<file path="config.mk">
export PLATFORM = sky130hd
export DESIGN_NAME = hazard_sequencer_flat
export DESIGN_NICKNAME = d
export VERILOG_FILES = /design/src/rtl/hazard_sequencer_if.sv /design/src/rtl/hazard_sequencer.sv /design/src/flat_wrapper.sv
export SDC_FILE = /design/constraint.sdc
export NUM_CORES = 1
export LEC_CHECK = 0
export ABC_AREA = 1
export ABC_CLOCK_PERIOD_IN_PS = 4650
export BUFFER_PORTS_ARGS = -buffer_cell sky130_fd_sc_hd__buf_2
export CAP_MARGIN = 30
export CORE_MARGIN = 2
export CORE_UTILIZATION = 45
export CTS_CLUSTER_DIAMETER = 60
export DETAILED_ROUTE_END_ITERATION = 8
export GPL_ROUTABILITY_DRIVEN = 0
export HOLD_SLACK_MARGIN = 0.03
export PLACE_DENSITY_LB_ADDON = 0.2
export SYNTH_ARGS = -nofsm -noshare
export SYNTH_HDL_FRONTEND = slang
export SYNTH_SLANG_ARGS = --single-unit
</file>
<file path="constraint.sdc">
create_clock -name clk -period 4.65 [get_ports clk]
set_clock_uncertainty 0.1 [all_clocks]
set_input_delay 0.465 -clock clk [delete_from_list [all_inputs] [get_ports clk]]
set_output_delay 0.465 -clock clk [all_outputs]
set_load 0.05 [all_outputs]
</file>
<file path="src/rtl/hazard_sequencer_if.sv">
// Hazard control bundle between the pipeline datapath (master) and the
// stall/flush sequencer (slave).
interface hazard_sequencer_if;
  logic [4:0] id_rs;
  logic [4:0] id_rt;
  logic       id_uses_rs;
  logic       id_uses_rt;
  logic       ex_mem_read;
  logic [4:0] ex_write_reg;
  logic       ex_is_mul;
  logic       branch_taken;
  logic       pc_write;
  logic       ifid_write;
  logic       ifid_flush;
  logic       idex_write;
  logic       idex_bubble;
  logic       exmem_bubble;
  logic       busy;

  modport master (
    output id_rs, id_rt, id_uses_rs, id_uses_rt,
    output ex_mem_read, ex_write_reg, ex_is_mul, branch_taken,
    input  pc_write, ifid_write, ifid_flush, idex_write,
    input  idex_bubble, exmem_bubble, busy
  );

  modport slave (
    input  id_rs, id_rt, id_uses_rs, id_uses_rt,
    input  ex_mem_read, ex_write_reg, ex_is_mul, branch_taken,
    output pc_write, ifid_write, ifid_flush, idex_write,
    output idex_bubble, exmem_bubble, busy
  );
endinterface

</file>
<file path="src/rtl/hazard_sequencer.sv">
// Stall/flush sequencer for a 5-stage pipeline: load-use bubbles, multi-cycle
// mul hold in EX, and wrong-path flush after a taken branch.
module hazard_sequencer #(
  parameter int MUL_LAT      = 3,
  parameter int BR_FLUSH_CYC = 1
) (
  input logic            clk,
  input logic            rst,
  hazard_sequencer_if.slave bus
);
  localparam int MAX_LAT     = (MUL_LAT > BR_FLUSH_CYC) ? MUL_LAT : BR_FLUSH_CYC;
  localparam int CW          = $clog2(MAX_LAT) + 1;
  localparam int MUL_INIT_I  = (MUL_LAT > 2) ? (MUL_LAT - 3) : 0;
  localparam int BR_INIT_I   = (BR_FLUSH_CYC > 1) ? (BR_FLUSH_CYC - 2) : 0;
  localparam logic [CW-1:0] MUL_INIT = CW'(MUL_INIT_I);
  localparam logic [CW-1:0] BR_INIT  = CW'(BR_INIT_I);
  localparam logic [CW-1:0] CNT_ONE  = CW'(1);
  localparam bit MUL_STALLS  = (MUL_LAT > 1);
  localparam bit MUL_LONG    = (MUL_LAT > 2);
  localparam bit BR_MULTI    = (BR_FLUSH_CYC > 1);

  typedef enum logic [1:0] {
    RUN      = 2'd0,
    MUL_WAIT = 2'd1,
    MUL_LAST = 2'd2,
    FLUSH    = 2'd3
  } state_t;

  state_t        state_r;
  logic [CW-1:0] cnt_r;
  logic          hazard;

  assign hazard = bus.ex_mem_read && (bus.ex_write_reg != 5'd0) &&
                  ((bus.id_uses_rs && (bus.id_rs == bus.ex_write_reg)) ||
                   (bus.id_uses_rt && (bus.id_rt == bus.ex_write_reg)));

  // State and down-counter; cnt counts remaining extra cycles in MUL_WAIT / FLUSH.
  always_ff @(posedge clk or posedge rst) begin
    if (rst) begin
      state_r <= RUN;
      cnt_r   <= {CW{1'b0}};
    end else begin
      case (state_r)
        RUN: begin
          if (bus.branch_taken) begin
            if (BR_MULTI) begin
              state_r <= FLUSH;
              cnt_r   <= BR_INIT;
            end else begin
              state_r <= RUN;
            end
          end else if (bus.ex_is_mul && MUL_STALLS) begin
            if (MUL_LONG) begin
              state_r <= MUL_WAIT;
              cnt_r   <= MUL_INIT;
            end else begin
              state_r <= MUL_LAST;
            end
          end else begin
            state_r <= RUN;
          end
        end
        MUL_WAIT: begin
          if (cnt_r == {CW{1'b0}}) begin
            state_r <= MUL_LAST;
          end else begin
            cnt_r <= cnt_r - CNT_ONE;
          end
        end
        MUL_LAST: state_r <= RUN;
        FLUSH: begin
          if (cnt_r == {CW{1'b0}}) begin
            state_r <= RUN;
          end else begin
            cnt_r <= cnt_r - CNT_ONE;
          end
        end
        default: begin
          state_r <= RUN;
          cnt_r   <= {CW{1'b0}};
        end
      endcase
    end
  end

  // Mealy control outputs; everything is forced low while reset is held.
  always_comb begin
    bus.pc_write     = 1'b1;
    bus.ifid_write   = 1'b1;
    bus.ifid_flush   = 1'b0;
    bus.idex_write   = 1'b1;
    bus.idex_bubble  = 1'b0;
    bus.exmem_bubble = 1'b0;
    bus.busy         = 1'b0;
    if (rst) begin
      bus.pc_write   = 1'b0;
      bus.ifid_write = 1'b0;
      bus.idex_write = 1'b0;
    end else begin
      case (state_r)
        RUN: begin
          if (bus.branch_taken) begin
            bus.ifid_flush  = 1'b1;
            bus.idex_bubble = 1'b1;
          end else if (bus.ex_is_mul && MUL_STALLS) begin
            bus.pc_write     = 1'b0;
            bus.ifid_write   = 1'b0;
            bus.idex_write   = 1'b0;
            bus.exmem_bubble = 1'b1;
          end else if (hazard) begin
            bus.pc_write    = 1'b0;
            bus.ifid_write  = 1'b0;
            bus.idex_bubble = 1'b1;
          end else begin
            bus.busy = 1'b0;
          end
        end
        MUL_WAIT: begin
          bus.pc_write     = 1'b0;
          bus.ifid_write   = 1'b0;
          bus.idex_write   = 1'b0;
          bus.exmem_bubble = 1'b1;
          bus.busy         = 1'b1;
        end
        MUL_LAST: begin
          // The mul is leaving EX, so only a load-use hazard can still stall.
          bus.busy = 1'b1;
          if (hazard) begin
            bus.pc_write    = 1'b0;
            bus.ifid_write  = 1'b0;
            bus.idex_bubble = 1'b1;
          end else begin
            bus.pc_write = 1'b1;
          end
        end
        FLUSH: begin
          bus.ifid_flush  = 1'b1;
          bus.idex_bubble = 1'b1;
          bus.busy        = 1'b1;
        end
        default: begin
          bus.busy = 1'b1;
        end
      endcase
    end
  end
endmodule

</file>
<file path="src/flat_wrapper.sv">
// flat-port wrapper written by rule: the top's interface ports become plain ports
module hazard_sequencer_flat 
#(
  parameter int MUL_LAT      = 3,
  parameter int BR_FLUSH_CYC = 1
)
  (clk, rst, bus_id_rs, bus_id_rt, bus_id_uses_rs, bus_id_uses_rt, bus_ex_mem_read, bus_ex_write_reg, bus_ex_is_mul, bus_branch_taken, bus_pc_write, bus_ifid_write, bus_ifid_flush, bus_idex_write, bus_idex_bubble, bus_exmem_bubble, bus_busy);
  hazard_sequencer_if bus_i ();
  input logic clk;
  input logic rst;
  input wire logic [$bits(bus_i.id_rs)-1:0] bus_id_rs;
  input wire logic [$bits(bus_i.id_rt)-1:0] bus_id_rt;
  input wire logic [$bits(bus_i.id_uses_rs)-1:0] bus_id_uses_rs;
  input wire logic [$bits(bus_i.id_uses_rt)-1:0] bus_id_uses_rt;
  input wire logic [$bits(bus_i.ex_mem_read)-1:0] bus_ex_mem_read;
  input wire logic [$bits(bus_i.ex_write_reg)-1:0] bus_ex_write_reg;
  input wire logic [$bits(bus_i.ex_is_mul)-1:0] bus_ex_is_mul;
  input wire logic [$bits(bus_i.branch_taken)-1:0] bus_branch_taken;
  output wire logic [$bits(bus_i.pc_write)-1:0] bus_pc_write;
  output wire logic [$bits(bus_i.ifid_write)-1:0] bus_ifid_write;
  output wire logic [$bits(bus_i.ifid_flush)-1:0] bus_ifid_flush;
  output wire logic [$bits(bus_i.idex_write)-1:0] bus_idex_write;
  output wire logic [$bits(bus_i.idex_bubble)-1:0] bus_idex_bubble;
  output wire logic [$bits(bus_i.exmem_bubble)-1:0] bus_exmem_bubble;
  output wire logic [$bits(bus_i.busy)-1:0] bus_busy;
  assign bus_i.id_rs = bus_id_rs;
  assign bus_i.id_rt = bus_id_rt;
  assign bus_i.id_uses_rs = bus_id_uses_rs;
  assign bus_i.id_uses_rt = bus_id_uses_rt;
  assign bus_i.ex_mem_read = bus_ex_mem_read;
  assign bus_i.ex_write_reg = bus_ex_write_reg;
  assign bus_i.ex_is_mul = bus_ex_is_mul;
  assign bus_i.branch_taken = bus_branch_taken;
  assign bus_pc_write = bus_i.pc_write;
  assign bus_ifid_write = bus_i.ifid_write;
  assign bus_ifid_flush = bus_i.ifid_flush;
  assign bus_idex_write = bus_i.idex_write;
  assign bus_idex_bubble = bus_i.idex_bubble;
  assign bus_exmem_bubble = bus_i.exmem_bubble;
  assign bus_busy = bus_i.busy;
  hazard_sequencer #(.MUL_LAT(MUL_LAT), .BR_FLUSH_CYC(BR_FLUSH_CYC)) u_core (.clk(clk), .rst(rst), .bus(bus_i));
endmodule
</file>
==> results by group, run 1 <==
Setup path
  – CP max stage cell: dfrtp_1
  – CP Buf/Inv Count: 2
  – Largest delay share family, worst path: buffers and inverters
  – WS Path Type: flip-flop to output pin
  – Critical Path RT: 4.09 ns
  – Max FO, Critical Path: 7
  – CP dominant cell by count: a21oi_1
  – CP Capture Type: output pin
  – CP startpoint kind: flip-flop
  – Critical Path AT: 1.86 ns
  – Crit-path cells: inv_1 > ha_1 > a21oi_1 > nor2_1 > nand3_1 > a21oi_1 > buf_2
  – Crit path largest cell delay: 0.40 ns

Timing
  – Relative slew slack: 0.801
  – Setup repair after global routing missed its margin: no
  – Period Utilization, post-route: 0.521
  – # setup viols final: 0
  – PnR worst setup slack: 2.23 ns
  – Worst-margin pin slew: 0.299 ns
  – Fin Setup TNS: 0 ns
  – Max Freq: 413 MHz
  – Max-slew violation count: 0
  – Tmin final: 2.42 ns
  – Fin. Hold Viols: 0

Route
  – # DRC: 0
  – Routed vias: 758
  – WL/cell: 9.09 um
  – First DRT Iteration DRCs: 10
  – Routed Antenna Nets: 0
  – First-pass DRT Iterations: 4
  – DRT Wirelength: 1450 um
  – Vias per inst: 4.77

Global route
  – Remaining global-route overflow: 0
  – GRT Total Usage: 0.181
  – Antenna violations before repair: 0
  – First-pass GRT wire length: 2500 um
  – Vias in the first global route: 691
  – Pin count of the biggest net entering global routing: 8

Synth
  – Mapped Avg Cell Area: 5.81 um2
  – Yosys reg bits: 5
  – Post-synth cell types: 17
  – Mapped Area: 657 um2
  – Cells after synthesis: 113
  – Sequential area share after synthesis: 0.190
  – Synth Net Count: 143
  – Yosys warning count: 0

Clock tree
  – CTS Hold Bufs: 0
  – CTS max path bufs: 2
  – Post-CTS setup buffer count: 0
  – Clk_lat worst skew: 0.23 ns
  – Max H-tree Level: 1
  – Sink Count: 5
  – Worst-path clk slew: 0.04 ns
  – # resized after CTS: 0
  – CTS Root Cell: clkbuf_4
  – CTS tree: done
  – CTS buffer count: 3

Floorplanning
  – # IOs: 29
  – Die Ht: 42.2 um
  – Die area: 0.00178 mm2
  – Core area: 0.00133 mm2
  – Initial Utilization: 0.492
  – Die W: 42.2 um
  – Row count: 13

Finish
  – Layout cells sized above 1: 0.271
  – Fill count: 136
  – Diode count: 0
  – Area added between synthesis and finish: 27.0%
  – # nets final: 175

Min path
  – Worst hold path type: input pin to async pin

Placed design
  – IO buf count: 28
  – Detailed Place HPWL: 1230 um
  – Place WS: 2.49 ns

Pwr
  – P per Cell Area: 416 mW/mm2
  – Worst VDD drop: 0.261 mV
  – Leak: 0.541 nW
  – Power, Total: 0.347 mW

Outcome
  – Status: completed

Job
  – Number of max-cap violations: 0
## report_power, final
group | leakage (nW) | internal [mW] | switching [mW]
registers | 0.0671 | 0.0583 | 0.00859
logic | 0.459 | 0.0714 | 0.161
clock network | 0.0150 | 0.0323 | 0.0155
## stage by stage
step	hold WS (ns)	instances	area [um2]	utilization
after floorplan	0.152	113	657	-
after global placement	0.327	155	808	0.606
after detailed placement	0.335	155	808	0.606
after CTS	0.0853	159	835	0.626
after global routing	0.112	159	835	0.626
final	0.0912	159	835	0.626
## state kept, by name (all words and copies together) (netlist names)
| register | count |
|---|---|
| u_core.cnt_r | 3 |
| u_core.state_r | 2 |
## layer usage
| layer | track usage | routed length [um] |
|---|---|---|
| met1 | 0.211 | 638 |
| met2 | 0.323 | 712 |
| met3 | 0.0302 | 94 |
| met4 | 0.0750 | 0 |
| met5 | 0 | 0 |
## cell families (layout without fill, tap and decap cells)
group,Yosys count,count (layout),share of synthesized area
simple gates,58,58,0.352
buf+inv,28,59,0.166
compound gates,14,14,0.139
fa+ha+maj,8,8,0.152
flops,5,5,0.190
## cell usage after synthesis
cell / number / share of area
a211oi_4: 1 / 0.030
a21oi_1: 5 / 0.038
buf_4: 1 / 0.011
clkinv_1: 1 / 0.0057
dfrtp_1: 5 / 0.19
ha_1: 8 / 0.15
inv_1: 21 / 0.12
inv_2: 5 / 0.029
nand2_1: 37 / 0.21
nand2_2: 1 / 0.0095
nand3_1: 5 / 0.038
nand4_1: 2 / 0.019
nor2_1: 13 / 0.074
o21ai_0: 4 / 0.030
o21ai_1: 1 / 0.0076
o21ai_2: 1 / 0.013
o22ai_1: 2 / 0.019
## worst reg2reg max path, stage by stage (launching register included)
cell,delay [ns]
dfrtp_1,0.41
clkinv_1,0.19
ha_1,0.35
nand2_2,0.12
o21ai_2,0.07
a211oi_4,0.25
nand2_1,0.12
o22ai_1,0.13
## cell type report
cell class	count	area (um2)	share of cell area
Clock buffer	4	26.3	0.0315
Timing Repair Buffer	28	140	0.168
Multi-Input combinational cell	80	423	0.507
Inverter	27	101	0.121
Sequential cell	5	125	0.150
Tap cell	15	18.8	0.0225
## cell usage in the layout, fill, tap and decap left out, drive strengths merged
master  count
o21ai       6
buf        28
clkbuf      4
a21oi       5
dfrtp       5
a211oi      1
nand2      38
nor2       13
nand4       2
inv        26
o22ai       2
ha          8
clkinv      1
nand3       5
## worst paths after layout
path / startpoint / end / slack (ns) / cells past startpoint
setup / recovery: u_core.state_r[1] / bus_idex_bubble / 2.23 / 7
hold / removal: rst / u_core.cnt_r[2] / 0.09 / 2
setup reg to reg: u_core.state_r[0] / u_core.cnt_r[1] / 2.83 / 7
hold reg to reg: u_core.cnt_r[2] / u_core.cnt_r[2] / 0.45 / 2
max in group asynchronous: rst / u_core.state_r[1] / 4.16 / 2
min in group clk: u_core.cnt_r[2] / u_core.cnt_r[2] / 0.45 / 2
No activity file was read; power rests on OpenSTA's default activity.
==> run 2, diff against run 1 <==
--- a/config.mk
+++ b/config.mk
@@ -6,7 +6,7 @@
 export NUM_CORES = 1
 export LEC_CHECK = 0
 export ABC_AREA = 1
-export ABC_CLOCK_PERIOD_IN_PS = 4650
+export ABC_CLOCK_PERIOD_IN_PS = 2360
 export BUFFER_PORTS_ARGS = -buffer_cell sky130_fd_sc_hd__buf_2
 export CAP_MARGIN = 30
 export CORE_MARGIN = 2
==> constraint.sdc (replaced) <==
create_clock -name clk -period 2.36 [get_ports clk]
set_clock_uncertainty 0.1 [all_clocks]
set_input_delay 0.236 -clock clk [delete_from_list [all_inputs] [get_ports clk]]
set_output_delay 0.236 -clock clk [all_outputs]
set_load 0.05 [all_outputs]
==> run 2 against run 1 <==
Clock-buffer cell count unchanged. Routed wire length down 1.5%. Die area unchanged. Sequential power up 97%. Clock power up 100%. Register-to-register slack worse by 2.3 ns. Cell count up 0.63%. Hold slack better by 0.12 ns.
==> results by group, run 2 (same netlist as run 1, synthesis figures left out) <==
Clock tree
  – CTS tree: done
  – CTS buffer count: 3
  – CTS Root Cell: clkbuf_4
  – CTS max path bufs: 2
  – Max H-tree Level: 1
  – Worst-path clk slew: 0.04 ns
  – Clk_lat worst skew: 0.24 ns
  – CTS Hold Bufs: 1
  – # resized after CTS: 0
  – Post-CTS setup buffer count: 0
  – Sink Count: 5

Timing
  – Worst-margin pin slew: 0.286 ns
  – Max-slew violation count: 0
  – Fin. Hold Viols: 0
  – Max Freq: 459 MHz
  – Min Hold Slack: 0.211 ns
  – Tmin final: 2.18 ns
  – Fin Setup TNS: 0 ns
  – Period Utilization, post-route: 0.923
  – Setup repair after global routing missed its margin: no
  – Relative slew slack: 0.809
  – # setup viols final: 0

Placed design
  – Detailed Place HPWL: 1220 um
  – IO buf count: 28
  – DP Area: 812 um2

Route
  – First DRT Iteration DRCs: 16
  – Routed vias: 727
  – DRT Wirelength: 1420 um
  – Top Metal Used: met4
  – # DRC: 0
  – First-pass DRT Iterations: 4
  – Met2 Wirelength: 614 um
  – WL/cell: 8.90 um
  – Met3 wire len: 56 um
  – Met1 wire length: 733 um
  – Vias per inst: 4.54
  – Routed Antenna Nets: 0

Floorplanning
  – # IOs: 29
  – Core area: 0.00133 mm2
  – Initial Utilization: 0.492
  – Row count: 13
  – Die area: 0.00178 mm2
  – Die W: 42.2 um
  – Die Ht: 42.2 um

Setup path
  – Stages on worst setup path: 7
  – CP Buf/Inv Count: 2
  – R2r setup slk: 0.56 ns
  – R2R depth: 7
  – Reg2Reg Capture Point: u_core.cnt_r[2]
  – Crit path capture: bus_idex_bubble
  – Crit path largest cell delay: 0.40 ns
  – Critical Path RT: 2.02 ns
  – R2R Path Start: u_core.state_r[0]
  – CP max stage cell: dfrtp_1
  – Largest delay share family, worst path: buffers and inverters
  – Crit-path cells: inv_1 > ha_1 > a21oi_1 > nor2_1 > nand3_1 > a21oi_1 > buf_2
  – Max FO, Critical Path: 7
  – CP startpoint kind: flip-flop
  – Critical Path AT: 1.84 ns
  – CP dominant cell by count: a21oi_1
  – WS Path Type: flip-flop to output pin
  – CP Capture Type: output pin
  – CP startpoint: u_core.state_r[1]

Global route
  – Remaining global-route overflow: 0
  – First-pass GRT wire length: 2560 um
  – Pin count of the biggest net entering global routing: 8
  – Antenna violations before repair: 0
  – GRT Total Usage: 0.182
  – Vias in the first global route: 646

Pwr
  – P per Cell Area: 811 mW/mm2
  – Leak: 0.545 nW
  – Worst VDD drop: 0.613 mV

Min path
  – Worst hold path type: input pin to flip-flop

Finish
  – Cell area after layout: 848 um2
  – Fill count: 130
  – Regs by FF count: u_core.cnt_r: 3 flops, u_core.state_r: 2 flops
  – Register Area: 125 um2
  – Commonest non-fill, non-tap cells in the layout: 37 x nand2_1, 28 x buf_2, 21 x inv_1
  – # nets final: 176
  – Most common cell after layout, fill and taps aside: nand2_1
  – Biggest register: u_core.cnt_r
  – Layout cells sized above 1: 0.276
  – Max reg flops: 3
  – Multi-input gate area: 427 um2
  – Area added between synthesis and finish: 29.1%
  – Diode count: 0

Job
  – Number of max-cap violations: 0

Outcome
  – Status: completed
[run 2: cell types whose count changed in the layout (fill, tap and decap cells not counted), sizes merged]
cell	previous run	this run
dlygate4sd3	0	1
[run 2: worst reg2reg max path: cells and delay by family, from the launching register on]
family / cells / cell delay [ns]
AO/OA/AOI/OAI: 3 / 0.45
flip-flops: 1 / 0.42
adder cells (fa/ha/maj): 1 / 0.35
AND/OR/NAND/NOR: 2 / 0.23
buffers and inverters: 1 / 0.19
[run 2: per-stage QoR]
step / setup slack (ns) / power [mW] / cells / utilization
6_report: 0.181 / 0.688 / 160 / 0.636
5_1_grt: 0.0821 / 0.755 / 160 / 0.636
4_1_cts: 0.176 / 0.695 / 160 / 0.636
3_5_place_dp: 0.441 / 0.593 / 155 / 0.609
3_3_place_gp: 0.488 / 0.583 / 155 / 0.609
2_1_floorplan: 0.148 / 0.495 / 113 / -
[run 2: worst min-delay path by stage]
stage          cells after the start           endpoint           from  slack, ns
3_3_place_gp                       2    u_core.cnt_r[2]            rst       0.11
5_1_grt                            3  u_core.state_r[0]  bus_ex_is_mul       0.26
3_5_place_dp                       2    u_core.cnt_r[2]            rst       0.11
6_report                           3  u_core.state_r[0]  bus_ex_is_mul       0.21
2_1_floorplan                      1    u_core.cnt_r[0]            rst      -0.08
4_1_cts                            3  u_core.state_r[0]  bus_ex_is_mul       0.21
[run 2: power breakdown]
part	total [mW]	leakage [nW]	internal [mW]	switching (mW)
logic	0.459	0.463	0.143	0.316
registers	0.132	0.0671	0.115	0.0174
clock network	0.0967	0.0150	0.0638	0.0329
total	0.688	0.545	0.322	0.366
[run 2: per-layer routing]
metal  track usage  vias up
li1              -      406
met1         0.247      304
met2         0.292       15
met3        0.0302        2
met4        0.0563        0
met5             0        -
[run 2: area by class of cell]
| type | count | share of cell area |
|---|---|---|
| inverter | 27 | 0.119 |
| timing repair buffer | 29 | 0.177 |
| multi-input combinational | 80 | 0.503 |
| tap | 15 | 0.0221 |
| sequential | 5 | 0.147 |
| clock buffer | 4 | 0.0310 |
==> run 3, diff against run 2 <==
--- a/config.mk
+++ b/config.mk
@@ -5,12 +5,11 @@
 export SDC_FILE = /design/constraint.sdc
 export NUM_CORES = 1
 export LEC_CHECK = 0
-export ABC_AREA = 1
 export ABC_CLOCK_PERIOD_IN_PS = 2360
 export BUFFER_PORTS_ARGS = -buffer_cell sky130_fd_sc_hd__buf_2
 export CAP_MARGIN = 30
 export CORE_MARGIN = 2
-export CORE_UTILIZATION = 45
+export CORE_UTILIZATION = 44
 export CTS_CLUSTER_DIAMETER = 60
 export DETAILED_ROUTE_END_ITERATION = 8
 export GPL_ROUTABILITY_DRIVEN = 0
==> run 3 against run 2 <==
Via count shrank 19%. Synthesized cell count shrank 39%. Power grew 1.9%. Core utilization shrank 2.7 points. Global-route usage is essentially flat. Routed wire length shrank 14%. Die area shrank 9.1%. Clock-buffer cell count is the same. Hold slack gained 0.095 ns.
==> results by group, run 3 <==
Setup path
  – WS Path Type: flip-flop to output pin
  – Crit-path cells: inv_1 > ha_1 > or2_2 > nor3_1 > o2bb2ai_1 > buf_2
  – Crit path largest cell delay: 0.39 ns
  – CP startpoint kind: flip-flop
  – Critical Path RT: 2.02 ns
  – Reg2Reg Capture Point: u_core.cnt_r[0]
  – Critical Path AT: 1.88 ns
  – CP max stage cell: dfrtp_1
  – Max FO, Critical Path: 5
  – CP Capture Type: output pin
  – R2R depth: 6
  – R2R Path Start: u_core.state_r[0]
  – R2r setup slk: 0.52 ns

Route
  – WL/cell: 10.7 um
  – # DRC: 0
  – Routed Antenna Nets: 0
  – DRT Wirelength: 1230 um
  – Routed vias: 592
  – First-pass DRT Iterations: 4
  – First DRT Iteration DRCs: 9
  – Vias per inst: 5.15

Synth
  – Yosys reg bits: 5
  – Synth Net Count: 99
  – Xor and xnor area share after synthesis: 0.152
  – Post-synthesis mux area share: 0
  – Post-synth cell types: 23
  – Compound-cell area share of the yosys netlist: 0.234
  – Async set-reset flop share out of synthesis: 1.00
  – Yosys warning count: 0
  – Synth Area in Adders: 0.173
  – EDFF count, synth: 0
  – Area leader, netlist: dfrtp_1
  – Largest family of logic cells by synthesized area: compound AO/OA/AOI/OAI gates
  – Mapped Area: 578 um2
  – Commonest register cell after synthesis: dfrtp_1
  – Top post-synthesis cells by area: dfrtp_1 22%, ha_1 17%, xnor2_1 15%, a21oi_1 6.1%, inv_1 5.8%
  – Cell with the most instances after synthesis: xnor2_1
  – Synth cell count leaders: 10 x xnor2_1, 9 x inv_1, 8 x ha_1, 7 x a21oi_1
  – Cells after synthesis: 69
  – Yosys top cell area share: 0.216
  – Sequential area share after synthesis: 0.216
  – Mapped Avg Cell Area: 8.38 um2
  – Synth Area in Simple Gates: 0.134

Timing
  – # setup viols final: 0
  – Min Hold Slack: 0.306 ns
  – Relative slew slack: 0.654
  – Max Freq: 452 MHz
  – Tmin final: 2.21 ns
  – Worst-margin pin slew: 0.519 ns
  – Setup repair after global routing missed its margin: no
  – Period Utilization, post-route: 0.938
  – Fin Setup TNS: 0 ns
  – Max-slew violation count: 0
  – Fin. Hold Viols: 0

Global route
  – GRT Total Usage: 0.182
  – Remaining global-route overflow: 0
  – Vias in the first global route: 516
  – First-pass GRT wire length: 1910 um
  – Pin count of the biggest net entering global routing: 9
  – Antenna violations before repair: 0

Placed design
  – IO buf count: 28
  – Detailed Place HPWL: 1030 um
  – DP Area: 729 um2

Clock tree
  – CTS Root Cell: clkbuf_4
  – Max H-tree Level: 1
  – Clk_lat worst skew: 0.24 ns
  – CTS buffer count: 3
  – Sink Count: 5
  – Worst-path clk slew: 0.04 ns
  – CTS max path bufs: 2
  – CTS tree: done

Finish
  – Most common cell after layout, fill and taps aside: buf_2
  – Biggest register: u_core.cnt_r
  – Diode count: 0
  – Cell area after layout: 773 um2
  – Area added between synthesis and finish: 33.8%
  – Commonest non-fill, non-tap cells in the layout: 26 x buf_2, 10 x xnor2_1, 9 x inv_1
  – Max reg flops: 3
  – # nets final: 131
  – Layout cells sized above 1: 0.350
  – Regs by FF count: u_core.cnt_r: 3 flops, u_core.state_r: 2 flops
  – Final core utilization: 0.609

Outcome
  – Status: completed

Min path
  – Hold Path End: u_core.state_r[0]
  – Hold Startpoint: bus_branch_taken
  – Hold Path Stages: 4
  – Worst hold path type: input pin to flip-flop

Floorplanning
  – Core area: 0.00127 mm2
  – Row count: 13
  – Die Ht: 40.2 um
  – # IOs: 29
  – Die area: 0.00162 mm2
  – Die W: 40.2 um
  – Initial Utilization: 0.456

Pwr
  – Worst VDD drop: 0.446 mV
  – P per Cell Area: 906 mW/mm2
  – Leak: 0.384 nW
  – Power, Total: 0.701 mW

Job
  – Number of max-cap violations: 0
==> run 3: routing by layer <==
metal  vias to the layer above  GRT usage  share of wire
met4                         0          0              0
met5                         -          0              0
met2                        27      0.355           0.53
met3                         0      0.100          0.068
li1                        300          -              -
met1                       265      0.175           0.40
==> run 3: logic make-up after synthesis <==
logic type | count (synthesis)
flip-flops | 5
AO/OA/AOI/OAI | 19
XOR/XNOR | 10
adder cells (fa/ha/maj) | 8
buffers and inverters | 11
AND/OR/NAND/NOR | 16
==> run 3: cell type report <==
class / instances / area (um2)
Clock buffer: 4 / 26.3
Inverter: 9 / 33.8
Tap cell: 15 / 18.8
Multi-Input combinational cell: 53 / 414
Timing Repair Buffer: 29 / 155
Sequential cell: 5 / 125
Fill cell: 115 / 495
==> run 3: what timing repair did <==
action                                  4_1_cts  5_1_grt
buffers inserted                              0        0
hold endpoints to repair                      5        0
hold buffers                                  1        0
gates resized for setup                       0        3
endpoints found under the setup margin        0        3
==> run 3: worst max path at each step <==
stage | from | end | slack (ns) | cells after the start
CTS | u_core.state_r[0] | bus_idex_bubble | 0.08 | 6
floorplan | u_core.state_r[0] | bus_ifid_flush | 0.1 | 5
finish | u_core.state_r[1] | bus_idex_bubble | 0.15 | 6
global route | u_core.state_r[0] | bus_ifid_write | 0.05 | 5
global placement | u_core.state_r[0] | bus_idex_bubble | 0.34 | 6
detailed placement | bus_ex_write_reg[0] | bus_ifid_write | 0.32 | 6
==> run 3: where the power goes <==
group / leakage (nW) / switching (mW) / total, mW / internal (mW)
clock network: 0.0150 / 0.0360 / 0.100 / 0.0640
logic: 0.302 / 0.299 / 0.457 / 0.159
registers: 0.0670 / 0.0253 / 0.143 / 0.118
==> run 3: worst max-delay path, delay by kind of cell, from the launching register on <==
kind	cells	cell delay, ns
compound gates	1	0.13
simple gates	2	0.46
flops	1	0.39
fa+ha+maj	1	0.26
buf+inv	2	0.40
==> run 3: stage by stage <==
step | instances | setup WS (ns)
6_report | 115 | 0.146
2_1_floorplan | 69 | 0.0992
3_5_place_dp | 110 | 0.319
4_1_cts | 115 | 0.0841
5_1_grt | 115 | 0.0454
3_3_place_gp | 110 | 0.340
